===== config.mk =====
export PLATFORM = sky130hd
export DESIGN_NAME = mem_arbiter
export DESIGN_NICKNAME = d
export VERILOG_FILES = /design/src/rtl/cpu_pkg.sv /design/src/rtl/mem_arb_sel.sv /design/src/rtl/mem_arbiter.sv
export SDC_FILE = /design/constraint.sdc
export NUM_CORES = 1
export LEC_CHECK = 0
export CAP_MARGIN = 20
export CORE_ASPECT_RATIO = 1.1
export CORE_MARGIN = 4
export CORE_UTILIZATION = 40
export CTS_CLUSTER_DIAMETER = 100
export DETAILED_ROUTE_END_ITERATION = 12
export PLACE_DENSITY = 0.8
export SETUP_SLACK_MARGIN = 0.5
export SLEW_MARGIN = 15
export SYNTH_ARGS = -nofsm -noshare
export SYNTH_HDL_FRONTEND = slang
export SYNTH_SLANG_ARGS = --single-unit

===== constraint.sdc =====
create_clock -name clk -period 2.15 [get_ports clk]
set_input_delay 0.43 -clock clk [delete_from_list [all_inputs] [get_ports clk]]
set_output_delay 0.43 -clock clk [all_outputs]
set_load 0.03 [all_outputs]

===== src/rtl/cpu_pkg.sv =====
// Shared widths and enums for the memory arbiter slice: FSM states and
// requester port identifiers.
package cpu_pkg;
    localparam int AW = 5;
    localparam int DW = 8;

    typedef enum logic [1:0] {
        IDLE   = 2'd0,
        ACCESS = 2'd1,
        RESP   = 2'd2
    } state_t;

    typedef enum logic [1:0] {
        PORT_INS  = 2'd0,
        PORT_DAT  = 2'd1,
        PORT_HOST = 2'd2
    } port_t;
endpackage


===== src/rtl/mem_arb_sel.sv =====
// Combinational winner selection: host first, then data, then instruction,
// with instruction promoted over data once the data streak is exhausted.
module mem_arb_sel
    import cpu_pkg::*;
#(
    parameter int STARVE_MAX = 4
) (
    input  logic       ins_req,
    input  logic       dat_req,
    input  logic       host_req,
    input  logic       host_lock,
    input  logic [2:0] streak,
    output logic       win_valid,
    output logic [1:0] win_id
);

    // Priority resolution; lock makes only the host eligible
    always_comb begin
        win_valid = 1'b0;
        win_id    = PORT_INS;
        if (host_req) begin
            win_valid = 1'b1;
            win_id    = PORT_HOST;
        end else if (host_lock) begin
            win_valid = 1'b0;
        end else if (ins_req && ((streak >= 3'(STARVE_MAX)) || !dat_req)) begin
            win_valid = 1'b1;
            win_id    = PORT_INS;
        end else if (dat_req) begin
            win_valid = 1'b1;
            win_id    = PORT_DAT;
        end else begin
            win_valid = 1'b0;
        end
    end

endmodule


===== src/rtl/mem_arbiter.sv =====
// Three-port arbiter in front of a single-port synchronous memory: one access
// at a time through IDLE -> ACCESS -> RESP.
module mem_arbiter
    import cpu_pkg::*;
#(
    parameter int AW         = cpu_pkg::AW,
    parameter int DW         = cpu_pkg::DW,
    parameter int STARVE_MAX = 4
) (
    input  logic          clk,
    input  logic          rst,
    input  logic          ins_req,
    input  logic [AW-1:0] ins_addr,
    input  logic          dat_req,
    input  logic          dat_we,
    input  logic [AW-1:0] dat_addr,
    input  logic [DW-1:0] dat_wdata,
    input  logic          host_req,
    input  logic          host_we,
    input  logic [AW-1:0] host_addr,
    input  logic [DW-1:0] host_wdata,
    input  logic          host_lock,
    output logic          ins_gnt,
    output logic          dat_gnt,
    output logic          host_gnt,
    output logic          ins_rvalid,
    output logic          dat_rvalid,
    output logic          host_rvalid,
    output logic [DW-1:0] rdata,
    output logic          mem_en,
    output logic          mem_we,
    output logic [AW-1:0] mem_addr,
    output logic [DW-1:0] mem_wdata,
    input  logic [DW-1:0] mem_rdata,
    output logic          busy
);

    state_t        state_r;
    logic [1:0]    cap_id_r;
    logic [AW-1:0] cap_addr_r;
    logic [DW-1:0] cap_wdata_r;
    logic [DW-1:0] rdata_hold_r;
    logic [2:0]    streak_r;

    logic          win_valid_s;
    logic [1:0]    win_id_s;
    logic          sel_we_s;
    logic [AW-1:0] sel_addr_s;
    logic [DW-1:0] sel_wdata_s;
    logic [2:0]    streak_nxt_s;

    mem_arb_sel #(.STARVE_MAX(STARVE_MAX)) u_sel (
        .ins_req   (ins_req),
        .dat_req   (dat_req),
        .host_req  (host_req),
        .host_lock (host_lock),
        .streak    (streak_r),
        .win_valid (win_valid_s),
        .win_id    (win_id_s)
    );

    // Command fields of the current winner
    always_comb begin
        sel_we_s    = 1'b0;
        sel_addr_s  = '0;
        sel_wdata_s = '0;
        case (win_id_s)
            PORT_HOST: begin
                sel_we_s    = host_we;
                sel_addr_s  = host_addr;
                sel_wdata_s = host_wdata;
            end
            PORT_DAT: begin
                sel_we_s    = dat_we;
                sel_addr_s  = dat_addr;
                sel_wdata_s = dat_wdata;
            end
            PORT_INS: begin
                sel_we_s    = 1'b0;
                sel_addr_s  = ins_addr;
                sel_wdata_s = '0;
            end
            default: begin
                sel_we_s    = 1'b0;
                sel_addr_s  = '0;
                sel_wdata_s = '0;
            end
        endcase
    end

    // Data streak: frozen under lock or host grant, counts data wins over a waiting fetch
    always_comb begin
        streak_nxt_s = streak_r;
        if (host_lock || (win_valid_s && (win_id_s == PORT_HOST))) begin
            streak_nxt_s = streak_r;
        end else if (win_valid_s && (win_id_s == PORT_INS)) begin
            streak_nxt_s = 3'd0;
        end else if (win_valid_s && (win_id_s == PORT_DAT) && ins_req) begin
            streak_nxt_s = (streak_r == 3'd7) ? streak_r : streak_r + 3'd1;
        end else if (!ins_req) begin
            streak_nxt_s = 3'd0;
        end else begin
            streak_nxt_s = streak_r;
        end
    end

    // Access FSM with capture registers and registered strobes
    always_ff @(posedge clk) begin
        if (rst) begin
            state_r      <= IDLE;
            cap_id_r     <= PORT_INS;
            cap_addr_r   <= '0;
            cap_wdata_r  <= '0;
            rdata_hold_r <= '0;
            streak_r     <= 3'd0;
            mem_en       <= 1'b0;
            mem_we       <= 1'b0;
            ins_gnt      <= 1'b0;
            dat_gnt      <= 1'b0;
            host_gnt     <= 1'b0;
            ins_rvalid   <= 1'b0;
            dat_rvalid   <= 1'b0;
            host_rvalid  <= 1'b0;
        end else begin
            case (state_r)
                IDLE: begin
                    streak_r <= streak_nxt_s;
                    if (win_valid_s) begin
                        state_r     <= ACCESS;
                        cap_id_r    <= win_id_s;
                        cap_addr_r  <= sel_addr_s;
                        cap_wdata_r <= sel_wdata_s;
                        mem_en      <= 1'b1;
                        mem_we      <= sel_we_s;
                        ins_gnt     <= (win_id_s == PORT_INS);
                        dat_gnt     <= (win_id_s == PORT_DAT);
                        host_gnt    <= (win_id_s == PORT_HOST);
                    end
                end
                ACCESS: begin
                    state_r     <= RESP;
                    mem_en      <= 1'b0;
                    mem_we      <= 1'b0;
                    ins_gnt     <= 1'b0;
                    dat_gnt     <= 1'b0;
                    host_gnt    <= 1'b0;
                    ins_rvalid  <= (cap_id_r == PORT_INS);
                    dat_rvalid  <= (cap_id_r == PORT_DAT);
                    host_rvalid <= (cap_id_r == PORT_HOST);
                end
                RESP: begin
                    state_r      <= IDLE;
                    rdata_hold_r <= mem_rdata;
                    ins_rvalid   <= 1'b0;
                    dat_rvalid   <= 1'b0;
                    host_rvalid  <= 1'b0;
                end
                default: begin
                    state_r     <= IDLE;
                    mem_en      <= 1'b0;
                    mem_we      <= 1'b0;
                    ins_gnt     <= 1'b0;
                    dat_gnt     <= 1'b0;
                    host_gnt    <= 1'b0;
                    ins_rvalid  <= 1'b0;
                    dat_rvalid  <= 1'b0;
                    host_rvalid <= 1'b0;
                end
            endcase
        end
    end

    // Memory data arrives in RESP, so rdata passes it straight through there
    assign rdata     = (state_r == RESP) ? mem_rdata : rdata_hold_r;
    assign mem_addr  = cap_addr_r;
    assign mem_wdata = cap_wdata_r;
    assign busy      = (state_r != IDLE);

endmodule

-- After elaboration in Yosys (flattened, before gate mapping)
Index checks and enable logic that the tools add are counted.
- register bits after elaboration: 36
- word-level logic and storage cells: 74
- input port bits: 47
- multiplexer cells: 31
- magnitude comparators: 1
- eq/ne operators: 10
- reductions and logical operators: 15
- add/sub/neg operators: 1
- bitwise logic cells: 2
- operator list (cell ; count):
    $pmux 1 s2 ; 9
    $pmux 8 s2 ; 1
    $pmux 5 s3 ; 1
    $mux 3 ; 4
    $mux 1 ; 10
    $mux 2 ; 4
    $mux 8 ; 1
    $eq 2x1->1 const B ; 3
    $eq 2x2->1 const B ; 3
    $logic_not 2->1 ; 3
    $logic_and 1x1->1 ; 5
    $pmux 2 s2 ; 1
    $reduce_and 2->1 ; 2
    $reduce_and 4->1 ; 1
    $add 3x1->3 const B ; 1
    $eq 3x3->1 const B ; 1
    $ge 3x3->1 const B ; 1
    $ne 3x1->1 const B ; 1
    $ne 3x3->1 const B ; 1
    $logic_or 1x1->1 ; 2
    $ne 2x2->1 const B ; 1
    $not 1->1 ; 2
    $reduce_bool 2->1 ; 1
    $logic_not 1->1 ; 1

-- Longest topological paths before layout
Gate-level depths: netlist of the first run.
- depth in word-level cells: 11
- gate-level depth with buffers: 7

-- Hierarchy
From an unflattened synthesis of the first run, not the netlist that was laid out.
- cell total of the unflattened synthesis: 177
- area, all modules: 1717.9 µm²
- modules (own cells, without submodules) (module ; area an instance (µm²) ; instances ; cells an instance):
    mem_arbiter ; 1680.4 ; 1 ; 172
    mem_arb_sel ; 37.5 ; 1 ; 5

-- Worst setup path before layout of the first run
OpenSTA, ideal clock, no wires.
- path kind: flip-flop to output port
- start point: register state_r[0]
- end point: output rdata[0]
- path slack: 574 ps
- data required time: 1720 ps
- buffers on the path: 2
- arrival time: 1146 ps
- stages on the path, launching flop included: 5
- cell sequence: dfxtp_1 > buf_4 > nor2b_1 > buf_2 > mux2_2
- word-level cells in the longest chain between the ends: 2
- RTL lines (item ; RTL line ; source):
    start: declaration ; mem_arbiter.sv:38 ; state_t state_r;
    start signal: assignment ; mem_arbiter.sv:110 ; state_r <= IDLE;
    start signal: assignment ; mem_arbiter.sv:129 ; state_r <= ACCESS;
    start signal: assignment ; mem_arbiter.sv:141 ; state_r <= RESP;
    $eq 2x2->1 ; mem_arbiter.sv:174 ; assign rdata = (state_r == RESP) ? mem_rdata : rdata_hold_r;
    $mux 8 ; -- ;
    end: declaration ; mem_arbiter.sv:29 ; output logic [DW-1:0] rdata,
Every way passes these cells.

-- Worst setup path after layout of the first run
- start point: register state_r[1]
- end point: output rdata[6]
The elaborated chain is that of the path after synthesis.

==> impl_table.tex, run 1 <==
\begin{tabular}{lr}
\hline
Metric & Value \\
\hline
\multicolumn{2}{l}{\textbf{GRT}} \\
\quad Overflow after GRT & 0 \\
\quad Met1 Resource Use GR & 0.222 \\
\quad GRT busiest layer & met2 \\
\quad Largest net degree at the start of global routing & 20 \\
\quad Vias in the first global route & $\sim$1600 \\
\quad Grt met3 use & 0.0597 \\
\quad Met2 Resource Use GR & 0.327 \\
\quad Antenna violations before repair & 0 \\
\quad Global-route usage over all layers & 0.192 \\
\quad Global-route wire length before repair & 7330 µm \\
\multicolumn{2}{l}{\textbf{Place}} \\
\quad Total of buffers placed on input and output ports & 76 \\
\quad Hpwl dp & 3360 µm \\
\quad Weighted congestion reported at the end of routability-driven placement & 0.751 \\
\multicolumn{2}{l}{\textbf{Critical path}} \\
\quad CP cell instances & nor2b\_4, buf\_8, mux2\_4, buf\_6 \\
\quad Buffer and inverter count on the worst path & 2 \\
\quad Worst Setup Start Kind & flip-flop \\
\quad Path type of the worst setup path & reg -> out \\
\quad Sort of element at the end of the critical path & output pin \\
\quad Startpoint of the most critical register-to-register path & state\_r[1]\$\_SDFFE\_PP0P\_ \\
\quad Launching instance or port of the critical path & state\_r[1]\$\_SDFFE\_PP0P\_ \\
\quad Slowest cell on the critical path & sky130\_fd\_sc\_hd\_\_dfxtp\_2 \\
\quad Crit path arrival time & $\sim$1400 ps \\
\quad Largest driver fanout on the critical path & 8 \\
\quad Setup slack of the worst register-to-register path & about 550 ps \\
\quad Family of cells with the greatest summed delay on the critical path & flip-flops \\
\quad Critical path's largest stage delay & approximately 330 ps \\
\quad Critical path data required time & between 1500 and 2000 ps \\
\multicolumn{2}{l}{\textbf{Final layout}} \\
\quad Most common cell after layout, fill and taps aside & sky130\_fd\_sc\_hd\_\_clkdlybuf4s50\_1 \\
\quad Number of filler instances in the final layout & around 300 \\
\quad Highest-count cells in the layout ignoring fill and taps & 42 x sky130\_fd\_sc\_hd\_\_clkdlybuf4s50\_1, 34 x sky130\_fd\_sc\_hd\_\_dfxtp\_1, 25 x sky130\_fd\_sc\_hd\_\_dlygate4sd2\_1 \\
\quad Final core utilization & 0.721 \\
\quad Antenna diodes & 0 \\
\quad Area growth from synthesis to layout & 68.2\% \\
\quad Footprint of the multi-input gates & 927 µm² \\
\quad Total number of nets in the final design & about 300 \\
\quad Sequential standard cell area & just over 700 µm² \\
\quad Layout cells sized above 1 & 0.261 \\
\multicolumn{2}{l}{\textbf{Drt}} \\
\quad Number of DRC markers in iteration 0 & 48 \\
\quad Residual antenna-violating net count after detailed routing & 0 \\
\quad Number of vias per cell & $\sim$5 \\
\quad Average wire per standard cell & approximately 16 µm \\
\quad Wirelength, routed & between 4000 and 5000 µm \\
\quad Number of search-and-repair iterations in the first detailed-routing pass & 4 \\
\quad Vias after detailed routing & approximately 1500 \\
\quad Remaining DRCs & 0 \\
\multicolumn{2}{l}{\textbf{Yosys}} \\
\quad Number of distinct library cells after synthesis & 43 \\
\quad Primary FF master, synth & sky130\_fd\_sc\_hd\_\_dfxtp\_1 \\
\quad Number of enable flip-flop cells after synthesis & 0 \\
\quad Fraction of registers with async set/reset & 0 \\
\quad Seq/Total Area, Yosys & 0.446 \\
\quad Net count after synthesis & around 210 \\
\quad Dominant cell type by area after synthesis & sky130\_fd\_sc\_hd\_\_dfxtp\_1 \\
\quad Top-area cell type share of the netlist area & 0.446 \\
\quad Syn Area/Cell & roughly 10 µm² \\
\quad Yosys Warn Count & 0 \\
\quad Post-synthesis instance area & between 1500 and 2000 µm² \\
\quad Cell count after synthesis & between 150 and 200 \\
\quad Post-synthesis sequential element count & 36 \\
\quad Top area cells in the synthesized netlist & sky130\_fd\_sc\_hd\_\_dfxtp\_1 45\%, sky130\_fd\_sc\_hd\_\_mux2\_2 5.6\%, sky130\_fd\_sc\_hd\_\_nor2b\_1 4.3\% \\
\multicolumn{2}{l}{\textbf{CTS}} \\
\quad CTS H-Tree Depth & 2 \\
\quad Max clock buf depth & 2 \\
\quad Clock-pin slew of the registers on the worst-case setup and hold paths & roughly 70 ps \\
\quad Cts bufs inserted & 5 \\
\quad TritonCTS clock tree & yes \\
\quad Clock Sinks & 36 \\
\quad Skew-Pair Late Insertion Delay & just under 300 ps \\
\quad Cell at the root of the clock tree & sky130\_fd\_sc\_hd\_\_clkbuf\_8 \\
\multicolumn{2}{l}{\textbf{Timing}} \\
\quad Maximum clock frequency & 0.557 GHz \\
\quad Setup repair after global routing missed its margin & true \\
\quad Min Clock Period, post-route & 1790 ps \\
\quad Normalized max-slew margin & 0.721 \\
\quad Final period util & 0.834 \\
\quad Setup violators final & 0 \\
\quad Hold Violations, Final & 0 \\
\quad Post-Route Skew & roughly 4.3 ps \\
\quad Final count of pins violating max slew & 0 \\
\quad Fin Setup TNS & 0 ps \\
\quad Worst slew pin tran & $\sim$420 ps \\
\multicolumn{2}{l}{\textbf{Worst hold path}} \\
\quad Hold path start & mem\_wdata[5]\$\_SDFFE\_PP0P\_ \\
\quad Kind of path behind the tightest hold check & reg -> reg \\
\multicolumn{2}{l}{\textbf{Die}} \\
\quad Standard cell core area & 3770 µm² \\
\quad Number of ports placed on the die boundary & 77 \\
\quad Initial cell density of the core & 0.429 \\
\quad DIE AREA & 5120 µm² \\
\quad Row Count & 23 \\
\quad Die Height & between 70 and 80 µm \\
\quad Overall die width & $\sim$69 µm \\
\multicolumn{2}{l}{\textbf{Pwr}} \\
\quad Comb power frac & 0.299 \\
\quad Sequential share of power & 0.437 \\
\quad LEAKAGE & between 1 and 1.5 nW \\
\quad PD cells & about 620 nW/µm² \\
\quad Sw Share & 0.296 \\
\quad Switching power total & between 0.0004 and 0.0005 W \\
\quad Fraction of power consumed by the clock network & 0.264 \\
\quad Max IR drop VDD & around 0.36 mV \\
\quad Int Pwr & around 0.0012 W \\
\multicolumn{2}{l}{\textbf{Run status}} \\
\quad Outcome & finished clean \\
\multicolumn{2}{l}{\textbf{Run}} \\
\quad Reported max-cap violation count & 0 \\
\hline
\end{tabular}
final timing paths:
check / endpoint / cells after the start
setup reg to reg: streak_r[0]$_SDFFE_PP0P_ / 5
hold / removal: mem_wdata[5]$_SDFFE_PP0P_ / 1
hold reg to reg: mem_wdata[5]$_SDFFE_PP0P_ / 1
setup / recovery: rdata[6] / 4
layer usage:
metal	wire [µm]	part of all wire
met4	104	0.022
met3	359	0.076
met2	2410	0.51
met1	1880	0.40
met5	0	0
per-stage QoR:
step	power (W)	setup slack, ps	cells	hold WS [ps]	instance area, µm²
2_1_floorplan	0.000998	574	159	454	1620
3_3_place_gp	0.00121	35.7	292	461	2490
3_5_place_dp	0.00122	22.6	292	466	2490
4_1_cts	0.00169	347	300	477	2680
5_1_grt	0.00176	305	303	485	2720
6_report	0.00168	356	303	479	2720
layout make-up:
class                   count  share of cell area
inverters                   3             0.00414
well taps                  50              0.0230
flip-flops and latches     36               0.266
clock inverters             1             0.00184
repair buffers             96               0.337
clock buffers               6              0.0267
multi-input cells         111               0.341
Yosys cell counts (2+ instances only):
cell type,n
sky130_fd_sc_hd__mux2_2,8
sky130_fd_sc_hd__nand3_1,2
sky130_fd_sc_hd__and2_1,5
sky130_fd_sc_hd__a22o_1,2
sky130_fd_sc_hd__a31o_2,2
sky130_fd_sc_hd__o21ai_0,2
sky130_fd_sc_hd__nand2_1,9
sky130_fd_sc_hd__nor3_1,7
sky130_fd_sc_hd__ha_1,2
sky130_fd_sc_hd__buf_6,3
sky130_fd_sc_hd__a211oi_1,4
sky130_fd_sc_hd__nor2_1,15
sky130_fd_sc_hd__a221o_1,5
sky130_fd_sc_hd__dfxtp_1,36
sky130_fd_sc_hd__mux2i_1,6
sky130_fd_sc_hd__nor2b_1,11
sky130_fd_sc_hd__a221oi_1,6
sky130_fd_sc_hd__inv_1,3
sky130_fd_sc_hd__a21oi_1,4
sky130_fd_sc_hd__clkbuf_1,4
sequential cells by signal (all words and copies together) (netlist names), 2 cells and up:
name / cells
mem_addr: 5
rdata_hold_r: 8
state_r: 2
streak_r: 3
cap_id_r: 2
mem_wdata: 8
power groups by stage:
stage	combinational, W	clock (W)	sequential (W)
global placement	0.000466	0	0.000747
CTS	0.000493	0.000460	0.000735
detailed placement	0.000474	0	0.000749
floorplan	0.000186	0	0.000812
global route	0.000536	0.000486	0.000742
finish	0.000503	0.000443	0.000736
what timing repair did:
action / 4_1_cts / 5_1_grt
gates cloned: 0 / 0
setup buffers: 1 / 3
gates resized for setup: 102 / 5
setup endpoints to repair: 46 / 17
pin swaps: 4 / 2
hold buffers: 0 / 0
kinds of logic after synthesis:
logic type | count (synthesis) | share of synthesized area
AO/OA/AOI/OAI | 35 | 0.189
adder cells (fa/ha/maj) | 2 | 0.0155
buffers and inverters | 12 | 0.0449
flip-flops | 36 | 0.446
multiplexers | 14 | 0.0929
AND/OR/NAND/NOR | 60 | 0.212
Power figures use the tool's default switching activity.
==> inputs of run 2 (changes only) <==
Clock period 2.15 ns to 1.8 ns, I/O delays scaled along.
==> run 2 against run 1 <==
Via count grew 3.9%. Core utilization grew 5.2 points. Clock power grew 58%. Power grew 35%. Global-route usage grew 0.94 points. Sequential share of layout area shrank 1.7 points. Cell area grew 7.2%. Critical path depth is the same. Count of clock-buffer cells in the layout shrank 1. Cell count grew 4.3%.
==> impl_table.tex, run 2 (synthesis results as in run 1) <==
\begin{tabular}{lr}
\hline
Metric & Value \\
\hline
\multicolumn{2}{l}{\textbf{Run status}} \\
\quad Outcome & finished clean (unchanged) \\
\multicolumn{2}{l}{\textbf{CTS}} \\
\quad Cts bufs inserted & 5 (unchanged) \\
\quad Cell at the root of the clock tree & sky130\_fd\_sc\_hd\_\_clkbuf\_8 (unchanged) \\
\quad CTS H-Tree Depth & 2 (unchanged) \\
\quad Max clock buf depth & 2 (unchanged) \\
\quad TritonCTS clock tree & yes (unchanged) \\
\quad Skew-Pair Late Insertion Delay & 280 ps (was 290 ps) \\
\quad Clock Sinks & 36 (unchanged) \\
\quad Clock-pin slew of the registers on the worst-case setup and hold paths & 70 ps (about the same) \\
\multicolumn{2}{l}{\textbf{Critical path}} \\
\quad Path type of the worst setup path & reg -> out (unchanged) \\
\quad Sort of element at the end of the critical path & output pin (unchanged) \\
\quad Worst Setup Start Kind & flip-flop (unchanged) \\
\quad Buffer and inverter count on the worst path & 2 (unchanged) \\
\quad Slowest cell on the critical path & sky130\_fd\_sc\_hd\_\_dfxtp\_2 (unchanged) \\
\quad Critical path data required time & 1440 ps (was 1720 ps) \\
\quad Largest driver fanout on the critical path & 8 (unchanged) \\
\quad CP cell instances & nor2b\_4, buf\_8, mux2\_4, buf\_6 (unchanged) \\
\quad Crit path arrival time & 1390 ps (was 1360 ps) \\
\quad Family of cells with the greatest summed delay on the critical path & flip-flops (unchanged) \\
\quad Critical path's largest stage delay & 340 ps (was 330 ps) \\
\multicolumn{2}{l}{\textbf{Place}} \\
\quad Pre-CTS setup slack & -180 ps (was 22.6 ps) \\
\quad Weighted congestion reported at the end of routability-driven placement & 0.766 (was 0.751) \\
\quad Total of buffers placed on input and output ports & 76 (unchanged) \\
\quad Instance count after placement with tap cells included & 298 (was 292) \\
\quad Hpwl dp & 3490 µm (was 3360 µm) \\
\multicolumn{2}{l}{\textbf{Timing}} \\
\quad Post-Route Hold Slack & 489 ps (was 479 ps) \\
\quad Normalized max-slew margin & 0.766 (was 0.721) \\
\quad Hold Violations, Final & 0 (unchanged) \\
\quad Final count of pins violating max slew & 0 (unchanged) \\
\quad Setup violators final & 0 (unchanged) \\
\quad Final period util & 0.971 \\
\quad Setup repair after global routing missed its margin & true (unchanged) \\
\quad Post-Route Skew & 3.46 ps (was 4.35 ps) \\
\quad Min Clock Period, post-route & about 1700 ps \\
\quad Maximum clock frequency & $\sim$0.57 GHz \\
\quad Worst slew pin tran & 350 ps (was 417 ps) \\
\quad Minimum setup slack in the final design & 52.5 ps (was 356 ps) \\
\multicolumn{2}{l}{\textbf{Run}} \\
\quad Reported max-cap violation count & 0 (unchanged) \\
\multicolumn{2}{l}{\textbf{Drt}} \\
\quad Remaining DRCs & 0 (unchanged) \\
\quad Residual antenna-violating net count after detailed routing & 0 (unchanged) \\
\quad Number of vias per cell & 5.09 (was 5.11) \\
\quad Number of search-and-repair iterations in the first detailed-routing pass & 4 (unchanged) \\
\quad Wirelength, routed & 5160 µm (was 4750 µm) \\
\quad Average wire per standard cell & 16.3 µm (was 15.7 µm) \\
\quad Vias after detailed routing & 1607 (was 1547) \\
\quad Number of DRC markers in iteration 0 & 62 (was 48) \\
\multicolumn{2}{l}{\textbf{Final layout}} \\
\quad Layout cells sized above 1 & 0.429 (was 0.261) \\
\quad Final core utilization & 0.773 (was 0.721) \\
\quad Total number of nets in the final design & 314 (was 302) \\
\quad Highest-count cells in the layout ignoring fill and taps & 42 x sky130\_fd\_sc\_hd\_\_clkdlybuf4s50\_1, 33 x sky130\_fd\_sc\_hd\_\_dfxtp\_1, 20 x sky130\_fd\_sc\_hd\_\_buf\_6 (was 42 x sky130\_fd\_sc\_hd\_\_clkdlybuf4s50\_1, 34 x sky130\_fd\_sc\_hd\_\_dfxtp\_1, 25 x sky130\_fd\_sc\_hd\_\_dlygate4sd2\_1) \\
\quad Antenna diodes & 0 (unchanged) \\
\quad Area growth from synthesis to layout & 80.3\% (was 68.2\%) \\
\quad Most common cell after layout, fill and taps aside & sky130\_fd\_sc\_hd\_\_clkdlybuf4s50\_1 (unchanged) \\
\quad Count of non-filler cells in the finished layout & 316 (was 303) \\
\multicolumn{2}{l}{\textbf{GRT}} \\
\quad Overflow after GRT & 0 (unchanged) \\
\quad Vias in the first global route & 1629 (was 1646) \\
\quad Global-route usage over all layers & 0.201 (was 0.192) \\
\quad Global-route wire length before repair & 7620 µm (was 7330 µm) \\
\quad Antenna violations before repair & 0 (unchanged) \\
\quad Largest net degree at the start of global routing & 20 (unchanged) \\
\multicolumn{2}{l}{\textbf{Pwr}} \\
\quad Max IR drop VDD & 0.611 mV (was 0.362 mV) \\
\quad PD cells & 780 nW/µm² (was 619 nW/µm²) \\
\quad Fraction of power consumed by the clock network & 0.307 (was 0.264) \\
\quad Comb power frac & 0.304 (was 0.299) \\
\quad Int Pwr & 0.00162 W (was 0.00118 W) \\
\quad Sw Share & 0.289 (was 0.296) \\
\quad Sequential share of power & 0.389 (was 0.437) \\
\quad Switching power total & 0.000658 W (was 0.000499 W) \\
\quad LEAKAGE & 1.25 nW (was 1.19 nW) \\
\multicolumn{2}{l}{\textbf{Die}} \\
\quad Standard cell core area & 3770 µm² (unchanged) \\
\quad Row Count & 23 (unchanged) \\
\quad Overall die width & 68.6 µm (unchanged) \\
\quad Initial cell density of the core & 0.429 (unchanged) \\
\quad Die Height & 74.7 µm (unchanged) \\
\quad Number of ports placed on the die boundary & 77 (unchanged) \\
\quad DIE AREA & 5120 µm² (unchanged) \\
\multicolumn{2}{l}{\textbf{Worst hold path}} \\
\quad Kind of path behind the tightest hold check & reg -> reg (unchanged) \\
\hline
\end{tabular}
[run 2: worst register-to-register path: stages (launching register included)]
cell                      delay [ps]
sky130_fd_sc_hd__dfxtp_2         330
sky130_fd_sc_hd__buf_4           130
sky130_fd_sc_hd__buf_6           110
sky130_fd_sc_hd__buf_6           110
sky130_fd_sc_hd__or4_4           450
sky130_fd_sc_hd__a41o_1          260
sky130_fd_sc_hd__mux2i_1         170
sky130_fd_sc_hd__nor2_1           50
[run 2: power by group through the flow]
stage | sequential [W] | combinational (W) | clock (W)
after floorplan | 0.000971 | 0.000245 | 0
after global placement | 0.000894 | 0.000597 | 0
after detailed placement | 0.000895 | 0.000603 | 0
after CTS | 0.000880 | 0.000654 | 0.000712
after global routing | 0.000887 | 0.000732 | 0.000750
final | 0.000884 | 0.000692 | 0.000698
[run 2: timing repair]
action | in CTS | in global routing
gates cloned | 0 | 0
pin swaps | 13 | 10
hold buffers | 0 | 0
resized for setup | 107 | 52
setup endpoints to repair | 54 | 51
setup buffers | 8 | 2
[run 2: metal layers]
metal / part of all wire / up-vias / track usage
li1: - / 791 / -
met3: 0.084 / 10 / 0.0627
met5: 0 / - / 0
met2: 0.48 / 56 / 0.337
met1: 0.41 / 750 / 0.233
met4: 0.018 / 0 / 0.0927
[run 2: path summary, 6_finish.rpt]
| path | startpoint | end | slack (ps) | cells after the start |
|---|---|---|---|---|
| max | state_r[1]$_SDFFE_PP0P_ | rdata[3] | 50 | 4 |
| min | mem_wdata[1]$_SDFFE_PP0P_ | mem_wdata[1]$_SDFFE_PP0P_ | 490 | 1 |
| max reg2reg | state_r[1]$_SDFFE_PP0P_ | streak_r[0]$_SDFFE_PP0P_ | 90 | 7 |
| min reg2reg | mem_wdata[1]$_SDFFE_PP0P_ | mem_wdata[1]$_SDFFE_PP0P_ | 490 | 1 |
[run 2: area by class of cell]
cell class / instances / area, µm²
multi-input combinational: 111 / 1010
sequential: 36 / 724
clock inverter: 3 / 42.5
clock buffer: 5 / 68.8
fill: 251 / 855
timing repair buffer: 108 / 998
inverter: 3 / 11.3
tap: 50 / 62.6
[run 2: metrics by stage]
stage          TNS (ps)  power (W)  cell area (µm²)
3_3_place_gp      -1230    0.00149             2610
3_5_place_dp      -1570    0.00150             2610
4_1_cts               0    0.00225             2900
2_1_floorplan         0    0.00122             1700
6_report              0    0.00227             2920
5_1_grt           -11.1    0.00237             2920
==> inputs of run 3 (changes only) <==
Settings changed: CTS_BUF_LIST set to sky130_fd_sc_hd__clkbuf_8 sky130_fd_sc_hd__clkbuf_16.
==> results of run 3 <==
The final DEF is identical to that of run 2; final timing and power are the same.
